**config.mk**
```make
export PLATFORM = sky130hd
export DESIGN_NAME = wb_lsu_master_flat
export DESIGN_NICKNAME = d
export VERILOG_FILES = /design/src/rtl/lsu_pkg.sv /design/src/rtl/wishbone_if.sv /design/src/rtl/wb_lane_align.sv /design/src/rtl/wb_lsu_master.sv /design/src/flat_wrapper.sv
export SDC_FILE = /design/constraint.sdc
export NUM_CORES = 1
export LEC_CHECK = 0
export BUFFER_PORTS_ARGS = -buffer_cell sky130_fd_sc_hd__buf_2
export CAP_MARGIN = 0
export CORE_MARGIN = 4
export CORE_UTILIZATION = 54
export CTS_BUF_LIST = sky130_fd_sc_hd__clkbuf_16
export CTS_CLUSTER_SIZE = 10
export DETAILED_ROUTE_END_ITERATION = 12
export PLACE_DENSITY = 0.87
export REMOVE_ABC_BUFFERS = 1
export SLEW_MARGIN = 20
export SYNTH_ARGS = -nofsm -noshare
export SYNTH_HDL_FRONTEND = slang
export SYNTH_SLANG_ARGS = --single-unit
```
**constraint.sdc**
```tcl
create_clock -name clk -period 4.3 [get_ports clk]
set_input_delay 0.43 -clock clk [delete_from_list [all_inputs] [get_ports clk]]
set_output_delay 0.43 -clock clk [all_outputs]
set_load 0.05 [all_outputs]
```
**src/rtl/lsu_pkg.sv**
```systemverilog
// Shared types for the load/store unit Wishbone master: access size,
// response error code and FSM state.
package lsu_pkg;

    // Request access size; 2'b11 is reserved and always reported as misaligned.
    typedef enum logic [1:0] {
        SZ_BYTE = 2'b00,
        SZ_HALF = 2'b01,
        SZ_WORD = 2'b10,
        SZ_RSVD = 2'b11
    } size_e;

    // Completion status returned to the core.
    typedef enum logic [1:0] {
        ERR_NONE     = 2'b00,
        ERR_MISALIGN = 2'b01,
        ERR_BUS      = 2'b10,
        ERR_TIMEOUT  = 2'b11
    } err_e;

    // Master FSM: wait for a request, run one classic cycle, pulse the response.
    typedef enum logic [1:0] {
        ST_IDLE = 2'b00,
        ST_BUS  = 2'b01,
        ST_RESP = 2'b10
    } state_e;

endpackage

```
**src/rtl/wishbone_if.sv**
```systemverilog
// Single-master Wishbone classic bundle with a fixed 32-bit data path.
interface wishbone_if #(
    parameter int ADDR_W = 32
);
    logic              cyc;
    logic              stb;
    logic              we;
    logic [ADDR_W-1:0] adr;
    logic [3:0]        sel;
    logic [31:0]       dat_m2s;
    logic [31:0]       dat_s2m;
    logic              ack;
    logic              err;

    modport master (
        output cyc, stb, we, adr, sel, dat_m2s,
        input  dat_s2m, ack, err
    );

    modport slave (
        input  cyc, stb, we, adr, sel, dat_m2s,
        output dat_s2m, ack, err
    );
endinterface

```
**src/rtl/wb_lane_align.sv**
```systemverilog
// Byte-lane steering for stores and lane extraction/extension for loads.
// Purely combinational; also flags accesses that straddle their natural size.
module wb_lane_align
    import lsu_pkg::*;
(
    input  size_e       size,
    input  logic [1:0]  addr_lo,
    input  logic        is_unsigned,
    input  logic [31:0] wdata,
    input  logic [31:0] dat_s2m,
    output logic [3:0]  sel,
    output logic [31:0] dat_m2s,
    output logic [31:0] rdata,
    output logic        misaligned
);

    logic [31:0] shifted;

    assign shifted = dat_s2m >> {addr_lo, 3'b000};

    // Lane select, replicated store data, alignment check and load extension.
    always_comb begin
        // NOTE: every output gets a default first so no path can infer a latch.
        sel        = 4'b0000;
        dat_m2s    = 32'h0;
        rdata      = 32'h0;
        misaligned = 1'b1;
        case (size)
            SZ_BYTE: begin
                sel        = 4'b0001 << addr_lo;
                dat_m2s    = {4{wdata[7:0]}};
                misaligned = 1'b0;
                rdata      = is_unsigned ? {24'h0, shifted[7:0]}
                                         : {{24{shifted[7]}}, shifted[7:0]};
            end
            SZ_HALF: begin
                sel        = addr_lo[1] ? 4'b1100 : 4'b0011;
                dat_m2s    = {2{wdata[15:0]}};
                misaligned = addr_lo[0];
                rdata      = is_unsigned ? {16'h0, shifted[15:0]}
                                         : {{16{shifted[15]}}, shifted[15:0]};
            end
            SZ_WORD: begin
                sel        = 4'b1111;
                dat_m2s    = wdata;
                misaligned = |addr_lo;
                rdata      = dat_s2m;
            end
            default: begin
                misaligned = 1'b1;
            end
        endcase
    end

endmodule

```
**src/rtl/wb_lsu_master.sv**
```systemverilog
// Load/store unit Wishbone classic master: one outstanding single-beat
// transfer per core request, with misalignment, bus error and ack timeout
// reported on a one-cycle response pulse.
module wb_lsu_master
    import lsu_pkg::*;
#(
    parameter int TIMEOUT_CYCLES = 255,
    parameter int ADDR_W         = 32
) (
    input  logic              clk,
    input  logic              reset,
    input  logic              req_valid,
    output logic              req_ready,
    input  logic              req_we,
    input  logic [1:0]        req_size,
    input  logic              req_unsigned,
    input  logic [ADDR_W-1:0] req_addr,
    input  logic [31:0]       req_wdata,
    output logic              resp_valid,
    output logic [31:0]       resp_rdata,
    output logic [1:0]        resp_err,
    wishbone_if.master        wishbone
);

    localparam int CNT_W = $clog2(TIMEOUT_CYCLES) + 1;

    state_e             state, state_next;
    logic               ready_en;
    size_e              r_size;
    logic [1:0]         r_addr_lo;
    logic               r_unsigned;
    logic [CNT_W-1:0]   tmo_cnt;
    err_e               resp_err_q;

    logic               accept;
    logic               tmo_hit;
    logic               bus_done;

    size_e              al_size;
    logic [1:0]         al_addr_lo;
    logic               al_unsigned;
    logic [3:0]         al_sel;
    logic [31:0]        al_dat_m2s;
    logic [31:0]        al_rdata;
    logic               al_misaligned;

    // ready_en keeps req_ready low until the first clock after reset release.
    assign req_ready  = ready_en && (state == ST_IDLE);
    assign accept     = req_valid && req_ready;
    assign tmo_hit    = (tmo_cnt == CNT_W'(TIMEOUT_CYCLES - 1));
    assign bus_done   = wishbone.err || wishbone.ack || tmo_hit;
    assign resp_valid = (state == ST_RESP);
    assign resp_err   = resp_err_q;

    // The aligner sees the live request while idle (steering and alignment
    // check) and the registered request afterwards (load extraction).
    assign al_size     = (state == ST_IDLE) ? size_e'(req_size) : r_size;
    assign al_addr_lo  = (state == ST_IDLE) ? req_addr[1:0]     : r_addr_lo;
    assign al_unsigned = (state == ST_IDLE) ? req_unsigned      : r_unsigned;

    wb_lane_align u_align (
        .size        (al_size),
        .addr_lo     (al_addr_lo),
        .is_unsigned (al_unsigned),
        .wdata       (req_wdata),
        .dat_s2m     (wishbone.dat_s2m),
        .sel         (al_sel),
        .dat_m2s     (al_dat_m2s),
        .rdata       (al_rdata),
        .misaligned  (al_misaligned)
    );

    // FSM state register; async reset abandons any in-flight transfer.
    always_ff @(posedge clk or negedge reset) begin
        // NOTE: sequential state uses non-blocking assignments so every flop samples pre-edge values.
        if (!reset) state <= ST_IDLE;
        else        state <= state_next;
    end

    // Next-state decode.
    always_comb begin
        state_next = state;
        case (state)
            ST_IDLE: if (accept)   state_next = al_misaligned ? ST_RESP : ST_BUS;
            ST_BUS:  if (bus_done) state_next = ST_RESP;
            ST_RESP:               state_next = ST_IDLE;
            default:               state_next = ST_IDLE;
        endcase
    end

    // Request capture, bus signal drive, timeout counting and response capture.
    always_ff @(posedge clk or negedge reset) begin
        if (!reset) begin
            ready_en         <= 1'b0;
            r_size           <= SZ_BYTE;
            r_addr_lo        <= 2'b00;
            r_unsigned       <= 1'b0;
            tmo_cnt          <= '0;
            resp_rdata       <= 32'h0;
            resp_err_q       <= ERR_NONE;
            wishbone.cyc     <= 1'b0;
            wishbone.stb     <= 1'b0;
            wishbone.we      <= 1'b0;
            wishbone.adr     <= '0;
            wishbone.sel     <= 4'b0000;
            wishbone.dat_m2s <= 32'h0;
        end else begin
            ready_en <= 1'b1;
            case (state)
                ST_IDLE: begin
                    if (accept) begin
                        r_size     <= size_e'(req_size);
                        r_addr_lo  <= req_addr[1:0];
                        r_unsigned <= req_unsigned;
                        tmo_cnt    <= '0;
                        if (al_misaligned) begin
                            resp_rdata <= 32'h0;
                            resp_err_q <= ERR_MISALIGN;
                        end else begin
                            wishbone.cyc     <= 1'b1;
                            wishbone.stb     <= 1'b1;
                            wishbone.we      <= req_we;
                            wishbone.adr     <= {req_addr[ADDR_W-1:2], 2'b00};
                            wishbone.sel     <= al_sel;
                            wishbone.dat_m2s <= req_we ? al_dat_m2s : 32'h0;
                        end
                    end
                end
                ST_BUS: begin
                    if (bus_done) begin
                        // err beats ack, ack beats a same-cycle timeout.
                        if (wishbone.err) begin
                            resp_err_q <= ERR_BUS;
                            resp_rdata <= 32'h0;
                        end else if (wishbone.ack) begin
                            resp_err_q <= ERR_NONE;
                            resp_rdata <= wishbone.we ? 32'h0 : al_rdata;
                        end else begin
                            resp_err_q <= ERR_TIMEOUT;
                            resp_rdata <= 32'h0;
                        end
                        wishbone.cyc <= 1'b0;
                        wishbone.stb <= 1'b0;
                        wishbone.we  <= 1'b0;
                        wishbone.sel <= 4'b0000;
                    end else if (tmo_cnt != '1) begin
                        tmo_cnt <= tmo_cnt + CNT_W'(1);
                    end
                end
                default: ;
            endcase
        end
    end

endmodule

```
**src/flat_wrapper.sv**
```systemverilog
// flat-port wrapper written by rule: the top's interface ports become plain ports
module wb_lsu_master_flat import lsu_pkg::*;
#(
    parameter int TIMEOUT_CYCLES = 255,
    parameter int ADDR_W         = 32
)
  (clk, reset, req_valid, req_ready, req_we, req_size, req_unsigned, req_addr, req_wdata, resp_valid, resp_rdata, resp_err, wishbone_cyc, wishbone_stb, wishbone_we, wishbone_adr, wishbone_sel, wishbone_dat_m2s, wishbone_dat_s2m, wishbone_ack, wishbone_err);
  wishbone_if #(.ADDR_W(ADDR_W)) wishbone_i ();
  input  logic clk;
  input  logic reset;
  input  logic req_valid;
  output logic req_ready;
  input  logic req_we;
  input  logic [1:0] req_size;
  input  logic req_unsigned;
  input  logic [ADDR_W-1:0] req_addr;
  input  logic [31:0] req_wdata;
  output logic resp_valid;
  output logic [31:0] resp_rdata;
  output logic [1:0] resp_err;
  output wire logic [$bits(wishbone_i.cyc)-1:0] wishbone_cyc;
  output wire logic [$bits(wishbone_i.stb)-1:0] wishbone_stb;
  output wire logic [$bits(wishbone_i.we)-1:0] wishbone_we;
  output wire logic [$bits(wishbone_i.adr)-1:0] wishbone_adr;
  output wire logic [$bits(wishbone_i.sel)-1:0] wishbone_sel;
  output wire logic [$bits(wishbone_i.dat_m2s)-1:0] wishbone_dat_m2s;
  input wire logic [$bits(wishbone_i.dat_s2m)-1:0] wishbone_dat_s2m;
  input wire logic [$bits(wishbone_i.ack)-1:0] wishbone_ack;
  input wire logic [$bits(wishbone_i.err)-1:0] wishbone_err;
  assign wishbone_cyc = wishbone_i.cyc;
  assign wishbone_stb = wishbone_i.stb;
  assign wishbone_we = wishbone_i.we;
  assign wishbone_adr = wishbone_i.adr;
  assign wishbone_sel = wishbone_i.sel;
  assign wishbone_dat_m2s = wishbone_i.dat_m2s;
  assign wishbone_i.dat_s2m = wishbone_dat_s2m;
  assign wishbone_i.ack = wishbone_ack;
  assign wishbone_i.err = wishbone_err;
  wb_lsu_master #(.TIMEOUT_CYCLES(TIMEOUT_CYCLES), .ADDR_W(ADDR_W)) u_core (.clk(clk), .reset(reset), .req_valid(req_valid), .req_ready(req_ready), .req_we(req_we), .req_size(req_size), .req_unsigned(req_unsigned), .req_addr(req_addr), .req_wdata(req_wdata), .resp_valid(resp_valid), .resp_rdata(resp_rdata), .resp_err(resp_err), .wishbone(wishbone_i));
endmodule
```
==> impl_metrics.ini, run 1 <==
[power_and_ir_drop]
cellPowerDensity_mw_per_mm2 = 870
ir_drop_uv = 430
switching_share = 0.513
p_int_uw = 3140
pwr-share-seq = 0.282
p_leak_uw = 0.00396
p_sw_uw = 3300
power.share.clock = 0.218
comb_power_share = 0.500
total_power_uw = 6440

[synthesis]
synth_top_area_share = 0.521
synthesis.area_sq_mm = 0.00571
yosys.area.top_type = dfrtp_1
ys_seq_area_frac = 0.521
netlist_top_cells_count = nand2_1 (195), dfrtp_1 (119), nor2_1 (28), o21ai_0 (27), a21oi_1 (26)
synth_cells = 620
synth-edff-count = 0
synth_area_leaders = dfrtp_1 (52%), nand2_1 (13%), a221o_1 (4.0%)
avgSynthCellArea_sq_um = 9.22
synth_warnings = 0
ys.flop_type = dfrtp_1
synthArstFlopShare = 1.00
ys_ff_latch = 119
synth_most_common_cell = nand2_1
synthDistinctLibCells = 52

[setup_path]
setup.worst_path.end_class = flop
crit_fanout = 48
r2r_start = u_core.state[1]
cp-startpoint = u_core.state[1]
cpMaxStageDelayCell = a221o_2
slowest_delay_ns = 0.79
endpoint = u_core.wishbone.dat_m2s[2]
crit_path_cell_trace = nor2_1 -> mux2_2 -> a221o_2 -> buf_4 -> nand2_1 -> o21ai_0
worstSetupPathType = flop to flop
start_kind = flop
reg2reg_depth = 6
cp.arrival_ns = 3.60
r2r-end = u_core.wishbone.dat_m2s[2]
rrSetupSlack_ns = 1.04
cp.required_ns = 4.64

[die]
start_util = 0.554
fp.dieH_microns = 111
coreArea_sq_mm = 0.0103
die_x_microns = 111
dieArea_sq_mm = 0.0123
row_count = 37
pin_count = 212

[global_routing]
grt_max_degree = 49
grt_pass1_wl_microns = 29400
grt.total_usage = 0.294
grt_overflow = 0
grt_pass1_vias = 5798
antenna_found_initial = 1

[detailed_routing]
drt_first_pass_iters = 5
drtIter0Drc = 685
vias_per_cell = 6.00
wl_per_cell_microns = 18.7
routed_wl_microns = 18000
drcViolationCount = 0
num_vias = 5793
final_antenna_net_count = 0

[cells_and_area]
drive_gt1_frac = 0.317
final-instance-count-excl-fill = 966
num-nets-final = 924
final_core_util = 0.717
area_growth_pct = 29.5

[clock_tree]
cts_hold_buf = 1
tritoncts = done
cts_buffer_depth = 2
root_buffer = clkbuf_16
clock_sinks = 119
ctsHtreeMaxLevel = 4
clkLatencyLatePin_ns = 0.42
postCtsSetupRepairBufs = 0
clkTransAtPathRegs_ns = 0.06
cts_buffers = 17
post_cts_resized = 0

[sta]
post-route-period-util = 0.759
setup_viol = 0
slew_violations = 0
hold_viol_final = 0
tightest_slew_ns = 1.01
min_period_ns = 3.26
rsz0062_at_grt = no
relSlewSlack = 0.327
setup_tns_ns = 0
fmax_mhz = 307
fin_worst_skew_ns = 0.0105

[placement]
dp.cells = 932
gp_congestion = 0.925
portBuffers = 209
hpwl_microns = 12500

[run_status]
status = finished, final reports clean

[run]
cap_violations = 0

[worst_hold_path]
hp-class = input port to flop
cells in the final DEF (no fill, tap or decap), drive strengths merged, types with 4 or more instances in the layout:
master | netlist | routed
o221ai | 6 | 6
xor2 | 5 | 5
mux2 | 4 | 4
inv | 6 | 15
a221o | 23 | 23
a22oi | 10 | 10
o21ai | 28 | 28
clkbuf | 24 | 17
mux2i | 10 | 10
buf | 21 | 220
a21oi | 26 | 26
nand4 | 5 | 5
nand3 | 18 | 18
nor2 | 28 | 28
nor3 | 10 | 10
and3 | 4 | 4
o22ai | 7 | 7
nand2 | 195 | 195
a22o | 17 | 17
a31oi | 11 | 11
dfrtp | 119 | 119
worst min path at each step:
stage,startpoint,end,slack (ns),cells after the start
after floorplan,reset,u_core.r_addr_lo[0],0.13,0
after global placement,reset,u_core.wishbone.adr[11],0.40,1
after detailed placement,reset,u_core.wishbone.adr[11],0.41,1
after CTS,req_addr[24],u_core.wishbone.adr[24],0.20,3
after global routing,req_addr[8],u_core.wishbone.adr[8],0.20,3
final,req_addr[24],u_core.wishbone.adr[24],0.20,3
final cells by class:
class	count	area [sq um]
sequential	119	2980
fill	729	2920
multi-input combinational	451	2500
timing repair buffer	221	1140
clock buffer	17	425
tap	136	170
clock inverter	15	158
inverter	6	22.5
antenna	1	2.50
metrics by stage:
step | worst slack [ns] | cell area (sq um) | hold slack [ns]
finish | 1.04 | 7400 | 0.203
global route | 0.777 | 7400 | 0.203
CTS | 1.09 | 7400 | 0.200
detailed placement | 1.16 | 6810 | 0.405
global placement | 1.32 | 6810 | 0.401
floorplan | 0.827 | 5500 | 0.134
sequential cells by signal, summed over array words and instances, names as in the netlist:
signal,cells
u_core.wishbone.dat_m2s,32
u_core.wishbone.we,1
u_core.wishbone.sel,4
u_core.r_unsigned,1
u_core.wishbone.cyc,1
u_core.ready_en,1
u_core.resp_err,2
u_core.resp_rdata,32
u_core.tmo_cnt,9
u_core.state,2
u_core.wishbone.adr,30
u_core.r_size,2
u_core.r_addr_lo,2
power by group through the flow:
stage                     clock network, uW  registers, uW  logic [uW]
after CTS                              1410           1800        3210
after floorplan                           0           3100         993
after global placement                    0           1800        3110
after global routing                   1470           1860        3410
after detailed placement                  0           1820        3180
final                                  1400           1810        3220
critical path: cells and delay by family, from the launching register on:
| family | cells | cell delay (ns) |
|---|---|---|
| buffers and inverters | 1 | 0.49 |
| DFF | 1 | 0.50 |
| muxes | 1 | 0.49 |
| AOI/OAI and AO/OA | 2 | 0.89 |
| and+or+nand+nor | 2 | 0.80 |
cell families after synthesis:
group | Yosys count | share of synthesized area
buffers and inverters | 51 | 0.0425
xor gates and xnor gates | 6 | 0.00920
adders and majority gates | 3 | 0.00657
other | 2 | 0.00131
DFF | 119 | 0.521
and+or+nand+nor | 285 | 0.214
muxes | 14 | 0.0282
AOI/OAI and AO/OA | 140 | 0.177
routing by layer:
layer / vias to the layer above / GRT usage / share of wire
met5: - / 0 / 0
met1: 2757 / 0.368 / 0.38
li1: 2574 / - / -
met3: 86 / 0.0791 / 0.083
met2: 376 / 0.464 / 0.48
met4: 0 / 0.161 / 0.051
No activity file was read; power rests on OpenSTA's default activity.
==> run 2: changes to the inputs <==
Settings changed: CORE_UTILIZATION 54 to 45, PLACE_DENSITY 0.87 to 0.78.
Clock period 4.3 ns to 2.8 ns, I/O delays scaled along.
==> run 2 against run 1 <==
Wire length fell by 2.2%. Clock skew fell by 0.0046 ns. Critical path type unchanged. Register-to-register slack got worse by 0.91 ns. Critical endpoint is now u_core.resp_rdata[30]. Combinational power rose by 56%. Largest cell class unchanged. Sequential share of layout area fell by 0.91 points. Clock power rose by 59%. Largest power group unchanged. Non-clock buffer count rose by 10.
==> impl_metrics.ini, run 2 (synthesis gave the netlist of run 1 again) <==
[clock_tree]
root_buffer = clkbuf_16
cts_buffer_depth = 2
postCtsSetupRepairBufs = 0
cts_buffers = 17
cts_hold_buf = 1
clkTransAtPathRegs_ns = 0.06
clkLatencyLatePin_ns = 0.42
tritoncts = done
clock_sinks = 119
ctsHtreeMaxLevel = 4
post_cts_resized = 0

[cells_and_area]
multiInputGateArea_sq_mm = 0.00251
final-instance-count-excl-fill = 1007
final_cell_mix = buf_2 (208), nand2_1 (195), dfrtp_1 (119), nor2_1 (28), o21ai_0 (27)
num-nets-final = 934
mostFrequentLayoutCell = buf_2
drive_gt1_frac = 0.325
top_regs = u_core.resp_rdata (32), u_core.wishbone.dat_m2s (32), u_core.wishbone.adr (30)
area_growth_pct = 32.5
regArea_sq_mm = 0.00298
antennaDiodeCount = 0
fillers = 1064

[global_routing]
busiest_layer = met2
grt_util_met1 = 0.311
grt_overflow = 0
grtUsageMet3 = 0.0716
antenna_found_initial = 0
grt.total_usage = 0.243
use_met2 = 0.389
grt_max_degree = 87
grt_pass1_wl_microns = 27800
grt_pass1_vias = 5276

[run]
cap_violations = 0

[detailed_routing]
drtIter0Drc = 593
final_antenna_net_count = 0
drcViolationCount = 0
drt_first_pass_iters = 6
wl_per_cell_microns = 17.5
vias_per_cell = 5.47
routed_wl_microns = 17600
num_vias = 5509

[sta]
rsz0062_at_grt = no
setup_viol = 0
hold_viol_final = 0
fin_worst_skew_ns = 0.00596
fmax_mhz = 374
slew_violations = 0
relSlewSlack = 0.464
tightest_slew_ns = 0.805
min_period_ns = 2.68
post-route-period-util = 0.956

[die]
row_count = 40
fp.dieH_microns = 121
dieArea_sq_mm = 0.0146
die_x_microns = 121
start_util = 0.468
pin_count = 212
coreArea_sq_mm = 0.0122

[worst_hold_path]
hp-class = input port to flop
whs_path_depth = 3

[power_and_ir_drop]
cellPowerDensity_mw_per_mm2 = 1320
ir_drop_uv = 754
p_leak_uw = 0.00403
total_power_uw = 10000

[placement]
gp_congestion = 0.888
dp.cells = 974
portBuffers = 209
hpwl_microns = 12400

[setup_path]
start_kind = flop
worstSetupPathType = flop to flop
reg2reg_depth = 6
setup.worst_path.end_class = flop
cp.arrival_ns = 3.03
crit_fanout = 16
cp.required_ns = 3.15

[run_status]
status = finished, final reports clean
[run 2: area by class of cell]
class,count,share of cell area
Tap cell,168,0.0278
Clock inverter,15,0.0231
Multi-Input combinational cell,451,0.331
Clock buffer,17,0.0562
Timing Repair Buffer,231,0.166
Sequential cell,119,0.393
Inverter,6,0.00297
[run 2: worst paths after layout]
| path | startpoint | endpoint | slack [ns] |
|---|---|---|---|
| min in group asynchronous | reset | u_core.wishbone.adr[18] | 0.51 |
| worst max-delay path | u_core.state[1] | u_core.resp_rdata[30] | 0.12 |
| worst min register to register | u_core.wishbone.adr[29] | u_core.wishbone.adr[29] | 0.46 |
| max in group asynchronous | reset | u_core.ready_en | 1.57 |
| worst max register to register | u_core.state[1] | u_core.resp_rdata[30] | 0.12 |
| worst min-delay path | req_addr[5] | u_core.wishbone.adr[5] | 0.04 |
[run 2: through the flow]
| stage | setup WS [ns] | instance area (sq um) | hold slack (ns) | utilization | TNS, ns |
|---|---|---|---|---|---|
| after global routing | 0.0147 | 7570 | 0.0464 | 0.620 | 0 |
| after floorplan | -0.673 | 5500 | -0.0156 | - | -51.34 |
| after detailed placement | 0.179 | 6960 | 0.419 | 0.570 | 0 |
| final | 0.124 | 7570 | 0.0411 | 0.620 | 0 |
| after global placement | 0.262 | 6960 | 0.418 | 0.570 | 0 |
| after CTS | 0.141 | 7570 | 0.0262 | 0.620 | 0 |
[run 2: where the power goes]
group | switching (uW) | total (uW) | leakage, uW | internal, uW
Clock | 821 | 2220 | 0.000287 | 1400
Sequential | 410 | 2760 | 0.00157 | 2350
Combinational | 3720 | 5030 | 0.00216 | 1310
Total | 4950 | 10000 | 0.00403 | 5050
[run 2: critical path, cell delays in order, from the launching register on]
cell and delay [ns]:
dfrtp_1 0.53, or2_1 0.42, mux2_4 0.41, mux2i_1 0.16, or3b_1 0.43, a31oi_4 0.44, a221o_1 0.21
[run 2: per-layer routing]
metal  up-vias  share of wire
met4         0          0.029
li1       2588              -
met2       254           0.48
met1      2626           0.41
met5         -              0
met3        41          0.085
==> run 3: changes to the inputs <==
Settings changed: GPL_TIMING_DRIVEN set to 0, REMOVE_ABC_BUFFERS 1 to not set.
==> run 3 against run 2 <==
Final area grew 0.64%. Clock skew rose by 0.0024 ns. Clock power about the same. Sequential power decreased by 1%. Maximum frequency increased by 3.3%. Power barely moved. Worst setup slack improved by 0.084 ns. Wire length grew 1.1%. Die area unchanged. Clock-buffer cell count unchanged. Highest routed layer is now met5.
==> impl_metrics.ini, run 3 (synthesis gave the netlist of run 1 again) <==
[sta]
fmax_mhz = 386
hold_viol_final = 0
setup_viol = 0
relSlewSlack = 0.523
setup_tns_ns = 0
tightest_slew_ns = 0.695
rsz0062_at_grt = yes
slew_violations = 0
min_period_ns = 2.59
post-route-period-util = 0.925
fin_worst_skew_ns = 0.00832

[global_routing]
grt_max_degree = 73
grt_pass1_wl_microns = 28100
grt.total_usage = 0.244
antenna_found_initial = 2
grt_overflow = 0
grt_pass1_vias = 5465

[cells_and_area]
antennaDiodeCount = 0
top_regs = u_core.resp_rdata (32), u_core.wishbone.dat_m2s (32), u_core.wishbone.adr (30)
area_growth_pct = 33.4
mostFrequentLayoutCell = buf_2
final_core_util = 0.624
drive_gt1_frac = 0.310
final_cell_mix = buf_2 (221), nand2_1 (195), dfrtp_1 (119), nor2_1 (28), o21ai_0 (27)
num-nets-final = 958

[power_and_ir_drop]
p_sw_uw = 4910
p_leak_uw = 0.00404
comb_power_share = 0.504
ir_drop_uv = 725
pwr-share-seq = 0.272
cellPowerDensity_mw_per_mm2 = 1310
switching_share = 0.491
power.share.clock = 0.224
p_int_uw = 5090

[detailed_routing]
num_vias = 5617
vias_per_cell = 5.45
drt_first_pass_iters = 5
drtIter0Drc = 507
wl_per_cell_microns = 17.3
routed_wl_microns = 17800
drcViolationCount = 0
final_antenna_net_count = 0

[clock_tree]
cts_buffer_depth = 2
cts_buffers = 17
clock_sinks = 119
tritoncts = done
postCtsSetupRepairBufs = 0
ctsHtreeMaxLevel = 4
clkLatencyLatePin_ns = 0.41
clkTransAtPathRegs_ns = 0.05
post_cts_resized = 0
root_buffer = clkbuf_16

[run_status]
status = finished, final reports clean

[die]
pin_count = 212
die_x_microns = 121
dieArea_sq_mm = 0.0146
row_count = 40
fp.dieH_microns = 121
start_util = 0.468
coreArea_sq_mm = 0.0122

[placement]
gp_congestion = 0.906
hpwl_microns = 13000
portBuffers = 208

[setup_path]
start_kind = flop
crit_fanout = 10
cp.arrival_ns = 2.86
worstSetupPathType = flop to flop
cp.required_ns = 3.07
setup.worst_path.end_class = flop

[worst_hold_path]
hp-class = input port to flop

[run]
cap_violations = 0
run 3: critical path: stages (launching register included):
cell and delay [ns]:
dfrtp_1 0.36, buf_4 0.17, nor2_1 0.15, buf_4 0.20
mux2i_1 0.53, nor3_1 0.14, clkbuf_1 0.28, buf_2 0.26
a21oi_1 0.24, nand3_1 0.11
run 3: what timing repair did:
action / 4_1_cts / 5_1_grt
hold buffers: 1 / 0
setup endpoints to repair: 0 / 2
endpoints found under the hold margin: 47 / 0
run 3: layout make-up:
type                            instances  area [sq um]
Fill cell                            1085          4590
Sequential cell                       119          2980
Multi-Input combinational cell        451          2500
Timing Repair Buffer                  210          1080
Clock buffer                           17           425
Buffer                                 45           220
Tap cell                              168           210
Clock inverter                         14           183
Inverter                                6          22.5
run 3: worst paths after layout:
check                           slack (ns)                     from  cells after the start                          end
worst max-delay path                  0.21          u_core.state[0]                      9         u_core.resp_rdata[9]
worst min register to register        0.47  u_core.wishbone.adr[17]                      2      u_core.wishbone.adr[17]
worst max register to register        0.21          u_core.state[0]                      9         u_core.resp_rdata[9]
max in group asynchronous             1.73                    reset                      3  u_core.wishbone.dat_m2s[19]
worst min-delay path                  0.05             req_addr[20]                      3      u_core.wishbone.adr[20]
min in group asynchronous             0.37                    reset                      2      u_core.wishbone.adr[23]
run 3: routing by layer:
layer  track usage  part of all wire  vias up  wire length (microns)
met5             0            0.0012        -                     21
met4         0.103             0.031        4                    551
met3        0.0711             0.088       57                   1560
met2         0.375              0.47      292                   8440
met1         0.324              0.41     2632                   7240
li1              -                 -     2632                      -
run 3: through the flow:
step / power, uW / worst slack [ns] / instance area, sq um / cells / hold slack, ns
after global placement: 7670 / -0.0957 / 6970 / 997 / 0.453
after global routing: 10500 / -0.00619 / 7620 / 1030 / 0.0418
final: 10000 / 0.209 / 7620 / 1030 / 0.0511
after floorplan: 6440 / 0.595 / 5720 / 621 / -0.0156
after CTS: 10000 / 0.223 / 7620 / 1030 / 0.0349
after detailed placement: 7750 / 0.230 / 7000 / 998 / 0.250
run 3: power groups by stage:
| stage | combinational [uW] | clock, uW | sequential [uW] |
|---|---|---|---|
| floorplan | 1720 | 0 | 4720 |
| global placement | 4950 | 0 | 2730 |
| detailed placement | 5030 | 0 | 2720 |
| CTS | 5040 | 2280 | 2720 |
| global route | 5370 | 2350 | 2800 |
| finish | 5040 | 2240 | 2720 |
